==> src/rtl/vga_timing_gen_if.sv <==
// Raster bus between the VGA timing source, the sprite drawers and the DAC pins.
// master = timing generator, slave = drawer/DAC side.
interface vga_timing_gen_if;
    localparam int unsigned COORD_W = 11;

    logic                 drawing_request;
    logic [7:0]           mVGA_RGB;
    logic [COORD_W-1:0]   oCoord_X;
    logic [COORD_W-1:0]   oCoord_Y;
    logic                 startOfFrame;
    logic                 VGA_HS;
    logic                 VGA_VS;
    logic                 VGA_BLANK_N;
    logic [7:0]           VGA_R;
    logic [7:0]           VGA_G;
    logic [7:0]           VGA_B;

    modport master (
        input  drawing_request, mVGA_RGB,
        output oCoord_X, oCoord_Y, startOfFrame,
        output VGA_HS, VGA_VS, VGA_BLANK_N, VGA_R, VGA_G, VGA_B
    );

    modport slave (
        output drawing_request, mVGA_RGB,
        input  oCoord_X, oCoord_Y, startOfFrame,
        input  VGA_HS, VGA_VS, VGA_BLANK_N, VGA_R, VGA_G, VGA_B
    );
endinterface

==> src/rtl/vga_timing_gen.sv <==
// Raster timing source: issues pixel coordinates to the drawers, realigns their
// response through a PIPE_LAT-deep sync delay line and registers sync/blank/RGB pins.
module vga_timing_gen #(
    parameter int unsigned H_ACTIVE = 640,
    parameter int unsigned H_FP     = 16,
    parameter int unsigned H_SYNC   = 96,
    parameter int unsigned H_BP     = 48,
    parameter int unsigned V_ACTIVE = 480,
    parameter int unsigned V_FP     = 10,
    parameter int unsigned V_SYNC   = 2,
    parameter int unsigned V_BP     = 33,
    parameter int unsigned PIPE_LAT = 1,
    parameter logic [7:0]  BG_COLOR = 8'h00
) (
    input  logic              CLK,
    input  logic              RESET,
    input  logic              PIX_EN,
    vga_timing_gen_if.master  bus
);
    localparam int unsigned CW       = 11;
    localparam int unsigned H_TOTAL  = H_ACTIVE + H_FP + H_SYNC + H_BP;
    localparam int unsigned V_TOTAL  = V_ACTIVE + V_FP + V_SYNC + V_BP;
    localparam int unsigned HS_START = H_ACTIVE + H_FP;
    localparam int unsigned HS_END   = HS_START + H_SYNC;
    localparam int unsigned VS_START = V_ACTIVE + V_FP;
    localparam int unsigned VS_END   = VS_START + V_SYNC;
    // Delay-line word is {act, hs_n, vs_n}; idle means blanked with both syncs released.
    localparam logic [2:0]  DLY_IDLE = 3'b011;

    logic [CW-1:0] h_cnt;
    logic [CW-1:0] v_cnt;
    logic          h_last;
    logic          v_last;
    logic          act0;
    logic          hs0_n;
    logic          vs0_n;
    logic [2:0]    dly [PIPE_LAT];
    logic          tap_act;
    logic          tap_hs_n;
    logic          tap_vs_n;
    logic [7:0]    pix_c;
    logic [7:0]    r_nxt;
    logic [7:0]    g_nxt;
    logic [7:0]    b_nxt;

    assign h_last = (h_cnt == CW'(H_TOTAL - 1));
    assign v_last = (v_cnt == CW'(V_TOTAL - 1));

    // Raster counters; the vertical count only moves on a horizontal wrap.
    always_ff @(posedge CLK) begin
        if (RESET) begin
            h_cnt <= '0;
            v_cnt <= '0;
        end else if (PIX_EN) begin
            if (h_last) begin
                h_cnt <= '0;
                v_cnt <= v_last ? '0 : v_cnt + CW'(1);
            end else begin
                h_cnt <= h_cnt + CW'(1);
            end
        end
    end

    assign bus.oCoord_X     = h_cnt;
    assign bus.oCoord_Y     = v_cnt;
    assign bus.startOfFrame = (h_cnt == '0) && (v_cnt == '0) && PIX_EN && !RESET;

    // Stage-0 decode of the current coordinate.
    assign act0  = (h_cnt < CW'(H_ACTIVE)) && (v_cnt < CW'(V_ACTIVE));
    assign hs0_n = !((h_cnt >= CW'(HS_START)) && (h_cnt < CW'(HS_END)));
    assign vs0_n = !((v_cnt >= CW'(VS_START)) && (v_cnt < CW'(VS_END)));

    // Delay line matching the drawer latency so sync/blank meet their own pixel colour.
    always_ff @(posedge CLK) begin
        if (RESET) begin
            for (int unsigned i = 0; i < PIPE_LAT; i++) begin
                dly[i] <= DLY_IDLE;
            end
        end else if (PIX_EN) begin
            dly[0] <= {act0, hs0_n, vs0_n};
            for (int unsigned i = 1; i < PIPE_LAT; i++) begin
                dly[i] <= dly[i-1];
            end
        end
    end

    assign {tap_act, tap_hs_n, tap_vs_n} = dly[PIPE_LAT-1];

    // RGB332 to 8-bit-per-channel expansion; forced black outside the active area.
    always_comb begin
        pix_c = BG_COLOR;
        r_nxt = '0;
        g_nxt = '0;
        b_nxt = '0;
        if (bus.drawing_request) begin
            pix_c = bus.mVGA_RGB;
        end
        if (tap_act) begin
            r_nxt = {pix_c[7:5], pix_c[7:5], pix_c[7:6]};
            g_nxt = {pix_c[4:2], pix_c[4:2], pix_c[4:3]};
            b_nxt = {pix_c[1:0], pix_c[1:0], pix_c[1:0], pix_c[1:0]};
        end
    end

    // Pin register: one extra tick after the delay-line tap for every pin.
    always_ff @(posedge CLK) begin
        if (RESET) begin
            bus.VGA_HS      <= 1'b1;
            bus.VGA_VS      <= 1'b1;
            bus.VGA_BLANK_N <= 1'b0;
            bus.VGA_R       <= '0;
            bus.VGA_G       <= '0;
            bus.VGA_B       <= '0;
        end else if (PIX_EN) begin
            bus.VGA_HS      <= tap_hs_n;
            bus.VGA_VS      <= tap_vs_n;
            bus.VGA_BLANK_N <= tap_act;
            bus.VGA_R       <= r_nxt;
            bus.VGA_G       <= g_nxt;
            bus.VGA_B       <= b_nxt;
        end
    end
endmodule
==> src/flat_wrapper.sv <==
// flat-port wrapper written by rule: the top's interface ports become plain ports
module vga_timing_gen_flat 
#(
    parameter int unsigned H_ACTIVE = 640,
    parameter int unsigned H_FP     = 16,
    parameter int unsigned H_SYNC   = 96,
    parameter int unsigned H_BP     = 48,
    parameter int unsigned V_ACTIVE = 480,
    parameter int unsigned V_FP     = 10,
    parameter int unsigned V_SYNC   = 2,
    parameter int unsigned V_BP     = 33,
    parameter int unsigned PIPE_LAT = 1,
    parameter logic [7:0]  BG_COLOR = 8'h00
)
  (CLK, RESET, PIX_EN, bus_drawing_request, bus_mVGA_RGB, bus_oCoord_X, bus_oCoord_Y, bus_startOfFrame, bus_VGA_HS, bus_VGA_VS, bus_VGA_BLANK_N, bus_VGA_R, bus_VGA_G, bus_VGA_B);
  vga_timing_gen_if bus_i ();
  input  logic CLK;
  input  logic RESET;
  input  logic PIX_EN;
  input wire logic [$bits(bus_i.drawing_request)-1:0] bus_drawing_request;
  input wire logic [$bits(bus_i.mVGA_RGB)-1:0] bus_mVGA_RGB;
  output wire logic [$bits(bus_i.oCoord_X)-1:0] bus_oCoord_X;
  output wire logic [$bits(bus_i.oCoord_Y)-1:0] bus_oCoord_Y;
  output wire logic [$bits(bus_i.startOfFrame)-1:0] bus_startOfFrame;
  output wire logic [$bits(bus_i.VGA_HS)-1:0] bus_VGA_HS;
  output wire logic [$bits(bus_i.VGA_VS)-1:0] bus_VGA_VS;
  output wire logic [$bits(bus_i.VGA_BLANK_N)-1:0] bus_VGA_BLANK_N;
  output wire logic [$bits(bus_i.VGA_R)-1:0] bus_VGA_R;
  output wire logic [$bits(bus_i.VGA_G)-1:0] bus_VGA_G;
  output wire logic [$bits(bus_i.VGA_B)-1:0] bus_VGA_B;
  assign bus_i.drawing_request = bus_drawing_request;
  assign bus_i.mVGA_RGB = bus_mVGA_RGB;
  assign bus_oCoord_X = bus_i.oCoord_X;
  assign bus_oCoord_Y = bus_i.oCoord_Y;
  assign bus_startOfFrame = bus_i.startOfFrame;
  assign bus_VGA_HS = bus_i.VGA_HS;
  assign bus_VGA_VS = bus_i.VGA_VS;
  assign bus_VGA_BLANK_N = bus_i.VGA_BLANK_N;
  assign bus_VGA_R = bus_i.VGA_R;
  assign bus_VGA_G = bus_i.VGA_G;
  assign bus_VGA_B = bus_i.VGA_B;
  vga_timing_gen #(.H_ACTIVE(H_ACTIVE), .H_FP(H_FP), .H_SYNC(H_SYNC), .H_BP(H_BP), .V_ACTIVE(V_ACTIVE), .V_FP(V_FP), .V_SYNC(V_SYNC), .V_BP(V_BP), .PIPE_LAT(PIPE_LAT), .BG_COLOR(BG_COLOR)) u_core (.CLK(CLK), .RESET(RESET), .PIX_EN(PIX_EN), .bus(bus_i));
endmodule
==> config.mk <==
export PLATFORM = sky130hd
export DESIGN_NAME = vga_timing_gen_flat
export DESIGN_NICKNAME = d
export VERILOG_FILES = /design/src/rtl/vga_timing_gen_if.sv /design/src/rtl/vga_timing_gen.sv /design/src/flat_wrapper.sv
export SDC_FILE = /design/constraint.sdc
export NUM_CORES = 1
export LEC_CHECK = 0
export ABC_AREA = 1
export CORE_AREA = 3 3 70 72
export CTS_CLUSTER_DIAMETER = 40
export DETAILED_ROUTE_END_ITERATION = 12
export DIE_AREA = 0 0 73 75
export GPL_TIMING_DRIVEN = 0
export HOLD_SLACK_MARGIN = 0.06
export PLACE_DENSITY = 0.77
export SLEW_MARGIN = 20
export SYNTH_ARGS = -nofsm -noshare
export SYNTH_HDL_FRONTEND = slang
export SYNTH_SLANG_ARGS = --single-unit
==> constraint.sdc <==
create_clock -name CLK -period 2.3 [get_ports CLK]
set_clock_uncertainty 0.15 [all_clocks]
set_input_delay 0.69 -clock CLK [delete_from_list [all_inputs] [get_ports CLK]]
set_output_delay 0.69 -clock CLK [all_outputs]
set_load 0.005 [all_outputs]
# Yosys cells after proc, flatten, opt, wreduce, memory -nomap -nowiden
# Memory sizes are Yosys's and may differ from the RTL's.
# Index checks and enable logic that the tools add are counted.
# totals
register_bits,49
ram_bits,3
in_bits,12
output_inout_bits,50
wordCells,45
memories,1
# op_classes
n_addsub,2
order_cmp,6
n_eq_ne,2
mux,13
reduce_logical,13
# memory_table
memory,depth,width,rd,rd_ports_with_merged_regs,write_ports,line,text
u_core.dly,1,3,1,0,1,vga_timing_gen.sv:37,logic [2:0] dly [PIPE_LAT];
# op_table
operator,n
$mux W8,4
$add A11 B1 Y11 const B,2
$eq A11 B10 Y1 const B,2
$logic_not A11 Y1,2
$lt A11 B10 Y1 const B,2
$lt A11 B9 Y1 const B,2
$mux W11,2
$ge A11 B10 Y1 const B,1
$ge A11 B9 Y1 const B,1
$logic_and A1 B1 Y1,6
$mux W1,6
$logic_not A1 Y1,3
$mux W3,1
$reduce_or A3 Y1,1
$reduce_and A2 Y1,1

# Longest topological paths before layout
# logic_depth
word_depth,5
depth_mapped,9

# Least setup slack after synthesis
# Ideal clock, no wire load.
# synth_path
path_kind,input -> output
start,input RESET
end,output bus_startOfFrame
arrival_time_ns,1.473
t_required_ns,1.460
slack_ns,-0.013
stages,6
path_buffers,1
path_cell_list,buf_2 inv_2 nand2_2 nor3_2 nand2_1 nor4_1
# synth_via
elab_chain_cells,2
# synth_rtl
item,line,text
from (decl),flat_wrapper.sv:18,input logic RESET;
$logic_not A1 Y1,vga_timing_gen.sv:66,assign bus.startOfFrame = (h_cnt == '0) && (v_cnt == '0) && PIX_EN && !RESET;
$logic_and A1 B1 Y1,vga_timing_gen.sv:66,
to (decl),flat_wrapper.sv:24,output wire logic [$bits(bus_i.startOfFrame)-1:0] bus_startOfFrame;
# No other way between the ends.

# Final worst setup path
# layout_path
start,input PIX_EN
end,output bus_startOfFrame
# layout_via
elab_chain_cells,2
# layout_rtl
item,line,text
from (decl),flat_wrapper.sv:19,input logic PIX_EN;
$logic_and A1 B1 Y1 (2 in series),vga_timing_gen.sv:66,
# No other way between the ends.

==> results.md <==
- Final setup vio count: 0
- Internal: 924 uW
- Final worst path period share: 0.996
- Worst R2R Setup Slack: 600 ps
- Final Hold Violating Endpoints: 0
- Worst setup EP type: output port
- Drt pass-1 iters: 4
- Worst-Skew Late Latency: 280 ps
- I/O pins: 62
- Layout area overhead: 45.9%
- Die area: 0.00548 mm^2
- Sum Neg Setup Slack: 0 ps
- Commonest non-fill, non-tap cell in the layout: nand2_1
- Period minus WS final: 2290 ps
- DR vias: 2080
- Share of cells above drive strength 1: 0.188
- Clock Pin Slew Worst Setup and Hold Paths: 70 ps
- DR vias/cell: 5.09
- WP data arrival: 1450 ps
- H-tree levels: 2
- Cell count after synthesis: 281
- Status: completed
- Fillcell total: 372
- Commonest non-fill, non-tap cells in the layout: nand2_1 (68), clkdlybuf4s50_1 (57), inv_1 (29)
- Routed WL: 5070 um
- Port Buffers: 59
- Chip height: 75 um
- Core ar.: 0.00435 mm^2
- Power Density: 413 mW/mm^2
- Post-route DRC: 0
- CP required: 1460 ps
- Part of the Yosys area used for sequential elements: 0.379
- Worst vdd ir: 0.000369 V
- Design area: 0.00289 mm^2
- Inserted Diodes: 0
- Pin count of the biggest net entering global routing: 11
- Die X-Extent: 73 um
- Unrepaired setup endpoints after global routing: true
- Gpl congestion: 0.891
- Nets@finish: 373
- Initial antenna violation count: 0
- Initial DRC count: 100
- Core Rows: 24
- Sequential share of power: 0.545
- CTS tree: yes
- Lkg Pwr: 0.00122 uW
- First-pass GRT wire length: 8470 um
- Initial core utilization: 0.455
- Cts hold-fix bufs: 0
- Synth Net Count: 297
- CP startpoint kind: input pin
- Clock power share: 0.346
- Tot GR Track Use: 0.196
- Routed wire per std cell: 12.4 um
- Total power: 1190 uW
- Vias in the first global route: 1879
- Core Util, Final: 0.664
- Ys Warns: 0
- Footprint of the multi-input gates: 0.00100 mm^2
- Slew @ Worst Pin: 394 ps
- Crit Path Max Fanout: 3
- Hold Crit Class: reg -> reg
- Mean Syn Cell Area: 7.05 um^2
- Switching pwr: 270 uW
- Cell variety after synth: 29
- Logic pwr share: 0.109
- CTS Buffer Depth: 2
- Cell area after synthesis: 0.00198 mm^2
- CTS root buf: clkbuf_8
- TritonCTS sink count: 36
- Seq cells post-synth: 36
- Post-DP Area: 0.00264 mm^2
- Global route overflow: 0
- Final max-slew violation count: 0
- CTS Buf Count: 5
- Post-route ant nets: 0
- Sw Ratio: 0.226
- Max frequency: 437 MHz
- Flip-flop and latch area: 764 um^2
- Crit Path Class: in -> out
- Worst relative slew slack: 0.737
- Max_cap viols: 0
- DP HPWL: 3830 um
-- Yosys cell counts --
cell / n / area share
inv_1: 35 / 0.066
buf_2: 1 / 0.0025
xor2_1: 5 / 0.022
a21oi_1: 7 / 0.018
nor3_1: 8 / 0.020
o22a_1: 2 / 0.0088
a31oi_1: 2 / 0.0063
nand4_1: 13 / 0.041
nand2_2: 3 / 0.0095
ha_1: 4 / 0.025
nand2_4: 1 / 0.0057
edfxtp_1: 3 / 0.045
nor4_1: 1 / 0.0032
nand3_2: 2 / 0.010
buf_4: 17 / 0.064
nor2_4: 1 / 0.0057
nand3_1: 18 / 0.045
nor2_1: 29 / 0.055
clkinv_1: 2 / 0.0038
nor3_4: 1 / 0.0082
xnor2_1: 1 / 0.0044
o21ai_0: 14 / 0.035
nor2_2: 4 / 0.013
nor3_2: 2 / 0.010
inv_2: 2 / 0.0038
dfxtp_1: 33 / 0.33
nand2_1: 68 / 0.13
clkinv_2: 1 / 0.0025
buf_1: 1 / 0.0019
-- state kept, by name, summed over array words and instances, names as in the netlist --
signal	count
u_core.bus.VGA_R	3
u_core.bus.VGA_BLANK_N	1
u_core.bus.VGA_B	2
u_core.bus.VGA_G	3
u_core.bus.VGA_HS	1
u_core.bus.VGA_VS	1
u_core.bus.oCoord_X	11
u_core.dly	3
u_core.bus.oCoord_Y	11
-- cell families (layout without fill, tap and decap cells) --
logic type               Yosys count  after routing  share of synthesized area
AO/OA/AOI/OAI                     25             25                     0.0682
adder cells (fa/ha/maj)            4              4                     0.0253
buffers and inverters             59            135                      0.145
flip-flops                        36             36                      0.379
AND/OR/NAND/NOR                  151            151                      0.356
XOR/XNOR                           6              6                     0.0265
-- stage by stage --
stage / setup WS [ps] / std cells / hold WS (ps)
after detailed placement: -1030 / 392 / 298
after floorplan: 31.7 / 281 / 297
final: 10.3 / 409 / 306
after global placement: -1050 / 392 / 292
after global routing: -83.7 / 409 / 321
after CTS: -195 / 403 / 309
-- final timing paths --
path / from / to / cells after the start
worst max-delay path: PIX_EN / bus_startOfFrame / 7
worst min-delay path: u_core.bus.VGA_BLANK_N$_SDFFE_PP0P_ / u_core.bus.VGA_BLANK_N$_SDFFE_PP0P_ / 2
worst max register to register: u_core.bus.oCoord_X[1]$_SDFFE_PP0P_ / u_core.bus.oCoord_Y[5]$_SDFFE_PP0P_ / 8
worst min register to register: u_core.bus.VGA_BLANK_N$_SDFFE_PP0P_ / u_core.bus.VGA_BLANK_N$_SDFFE_PP0P_ / 2
-- metal layers --
metal | GRT usage | wire length (um) | share of wire | vias up
met5 | 0 | 0 | 0 | -
met4 | 0.0799 | 153 | 0.030 | 0
met3 | 0.0374 | 462 | 0.091 | 17
met2 | 0.312 | 2270 | 0.45 | 107
met1 | 0.262 | 2180 | 0.43 | 914
li1 | - | - | - | 1042
-- final cells by class --
| type | instances | area share |
|---|---|---|
| buffer | 19 | 0.0537 |
| clock buffer | 7 | 0.0264 |
| inverter | 40 | 0.0576 |
| multi-input combinational | 186 | 0.346 |
| sequential | 36 | 0.265 |
| tap | 52 | 0.0225 |
| timing repair buffer | 69 | 0.229 |
-- timing repair --
action,in CTS,in global routing
resized for setup,20,23
gates cloned,0,0
setup endpoints to repair,1,1
buffers inserted,4,6
pin swaps,3,4
-- critical path: stages --
cell     delay [ps]
buf_6            70
buf_6           100
nand2_8          50
nor3_4          140
nand2_1          80
nor4_2          160
buf_2           160
-- power by group through the flow --
stage	registers (uW)	clock network, uW	logic (uW)
detailed placement	665	0	108
CTS	651	424	122
global placement	665	0	105
global route	651	448	142
finish	650	413	130
floorplan	665	0	49.0
Note: power is estimated with default switching activity, not from simulation.
==> variant, RTL diff (same flow settings) <==
`V_BP` is set to 33 in 2 places; all go to 16.
--- a/src/rtl/vga_timing_gen.sv
+++ b/src/rtl/vga_timing_gen.sv
@@ -8,7 +8,7 @@
     parameter int unsigned V_ACTIVE = 480,
     parameter int unsigned V_FP     = 10,
     parameter int unsigned V_SYNC   = 2,
-    parameter int unsigned V_BP     = 33,
+    parameter int unsigned V_BP     = 16,
     parameter int unsigned PIPE_LAT = 1,
     parameter logic [7:0]  BG_COLOR = 8'h00
 ) (
--- a/src/flat_wrapper.sv
+++ b/src/flat_wrapper.sv
@@ -8,7 +8,7 @@
     parameter int unsigned V_ACTIVE = 480,
     parameter int unsigned V_FP     = 10,
     parameter int unsigned V_SYNC   = 2,
-    parameter int unsigned V_BP     = 33,
+    parameter int unsigned V_BP     = 16,
     parameter int unsigned PIPE_LAT = 1,
     parameter logic [7:0]  BG_COLOR = 8'h00
 )
Function: same outputs for any inputs over 10 cycles, from zero or initial values and one cycle with RESET high; that may be too few to reach the edited logic, so the function may still have changed.
==> variant against the unedited design <==
  * Area after synthesis increased by 2.4%
  * Wire length decreased by 0.81%
  * Hold slack about the same
  * Synthesized cell count increased by 0.36%
  * Count of clock-buffer cells in the layout increased by 1
  * Cell area decreased by 2.6%
  * Critical endpoint unchanged
  * Sequential power about the same
  * Clock power increased by 21%
  * Power increased by 6.7%
  * Global-route usage decreased by 0.44 points
  * Sequential cell count unchanged
  * Combinational power decreased by 7%
  * Setup slack improved by 0.027 ns
==> variant: results (changes against the unedited design) <==
Outcome
  – Result of the run: finished, final reports clean

Global routing
  – Met1 usage: 0.255 (-0.00744)
  – M3 GR Usage: 0.0280 (-0.00935)
  – Pin count of the biggest net entering global routing: 12 (+1)
  – Total Routing Usage GR: 0.192 (-0.00442)

Pwr
  – Switching Fraction: 0.228 (+0.00236)
  – Maximum VDD drop: 0.229 mV (-38%)
  – Leak Pwr: 0.00118 uW (-2.6%)

Place
  – Worst slack, placed: -0.575 ns (+0.459 ns)
  – DP Wirelength: 3990 um (+4.2%)
  – GP Congestion: 0.926 (+3.9%)
  – Port-buffer cells: 58 (-1.7%)
  – Placed inst area: 2670 um2 (+1.2%)

Synth
  – Synth top area cells: dfxtp_1, nand2_1, buf_4
  – Syn Inst Count: 282 (+0.36%)
  – Sequential cell area fraction in the yosys report: 0.370 (-0.00889)
  – Unique masters post-synth: 32 (+10%)

Worst setup path
  – Slowest CP cell: nor2_1
  – Crit-path max FO: 8 (+5)
  – Crit path largest cell delay: 0.12 ns (-0.04 ns)

Route
  – Drt via density: 4.92 (-3.2%)
  – Drt wl/cell: 12.5 um (+1.2%)
  – Drt total wl: 5020 um (-0.81%)
  – Routed wl met3: 280 um (-39%)
  – DRT iter0 DRCs: 133 (+33%)

Finish
  – Share of post-route cells with drive strength above 1: 0.172 (-0.0158)

Timing
  – Slew HR: 0.730 (-0.00650)
-- variant: tightest hold or removal path: stages, from the launching register on --
cell,delay (ns)
dfxtp_1,0.31
nand2_1,0.06
nand2_1,0.05
-- variant: power groups by stage --
stage | clock network (uW) | registers (uW) | logic [uW]
2_1_floorplan | 0 | 666 | 55.5
3_3_place_gp | 0 | 666 | 112
3_5_place_dp | 0 | 666 | 114
4_1_cts | 510 | 652 | 118
5_1_grt | 537 | 654 | 133
6_report | 500 | 652 | 121
-- variant: cells by family (layout without fill, tap and decap cells) --
logic type | count (synthesis) | in the layout | share of synthesized area
buffers and inverters | 58 | 125 | 0.140
xor gates and xnor gates | 5 | 5 | 0.0216
DFF | 36 | 36 | 0.370
AOI/OAI and AO/OA | 21 | 21 | 0.0561
and+or+nand+nor | 158 | 158 | 0.387
adders and majority gates | 4 | 4 | 0.0247
-- variant: final timing paths --
| path | startpoint | end | slack, ns | depth (start not counted) |
|---|---|---|---|---|
| setup reg to reg | u_core.bus.oCoord_X[0] | u_core.bus.oCoord_Y[2] | 0.59 | 8 |
| hold / removal | u_core.bus.VGA_BLANK_N | u_core.bus.VGA_BLANK_N | 0.31 | 2 |
| hold reg to reg | u_core.bus.VGA_BLANK_N | u_core.bus.VGA_BLANK_N | 0.31 | 2 |
| setup / recovery | PIX_EN | bus_startOfFrame | 0.04 | 8 |
-- variant: what timing repair did --
action,4_1_cts,5_1_grt
buffers inserted,1,0
pin swaps,2,3
endpoints found under the hold margin,0,0
setup endpoints to repair,1,1
gates resized for setup,9,10
-- variant: area by class of cell --
class | instances | area (um2)
Tap cell | 52 | 65.1
Inverter | 37 | 144
Timing Repair Buffer | 59 | 583
Multi-Input combinational cell | 188 | 1010
Clock buffer | 8 | 100
Fill cell | 399 | 1540
Sequential cell | 36 | 752
Buffer | 21 | 165
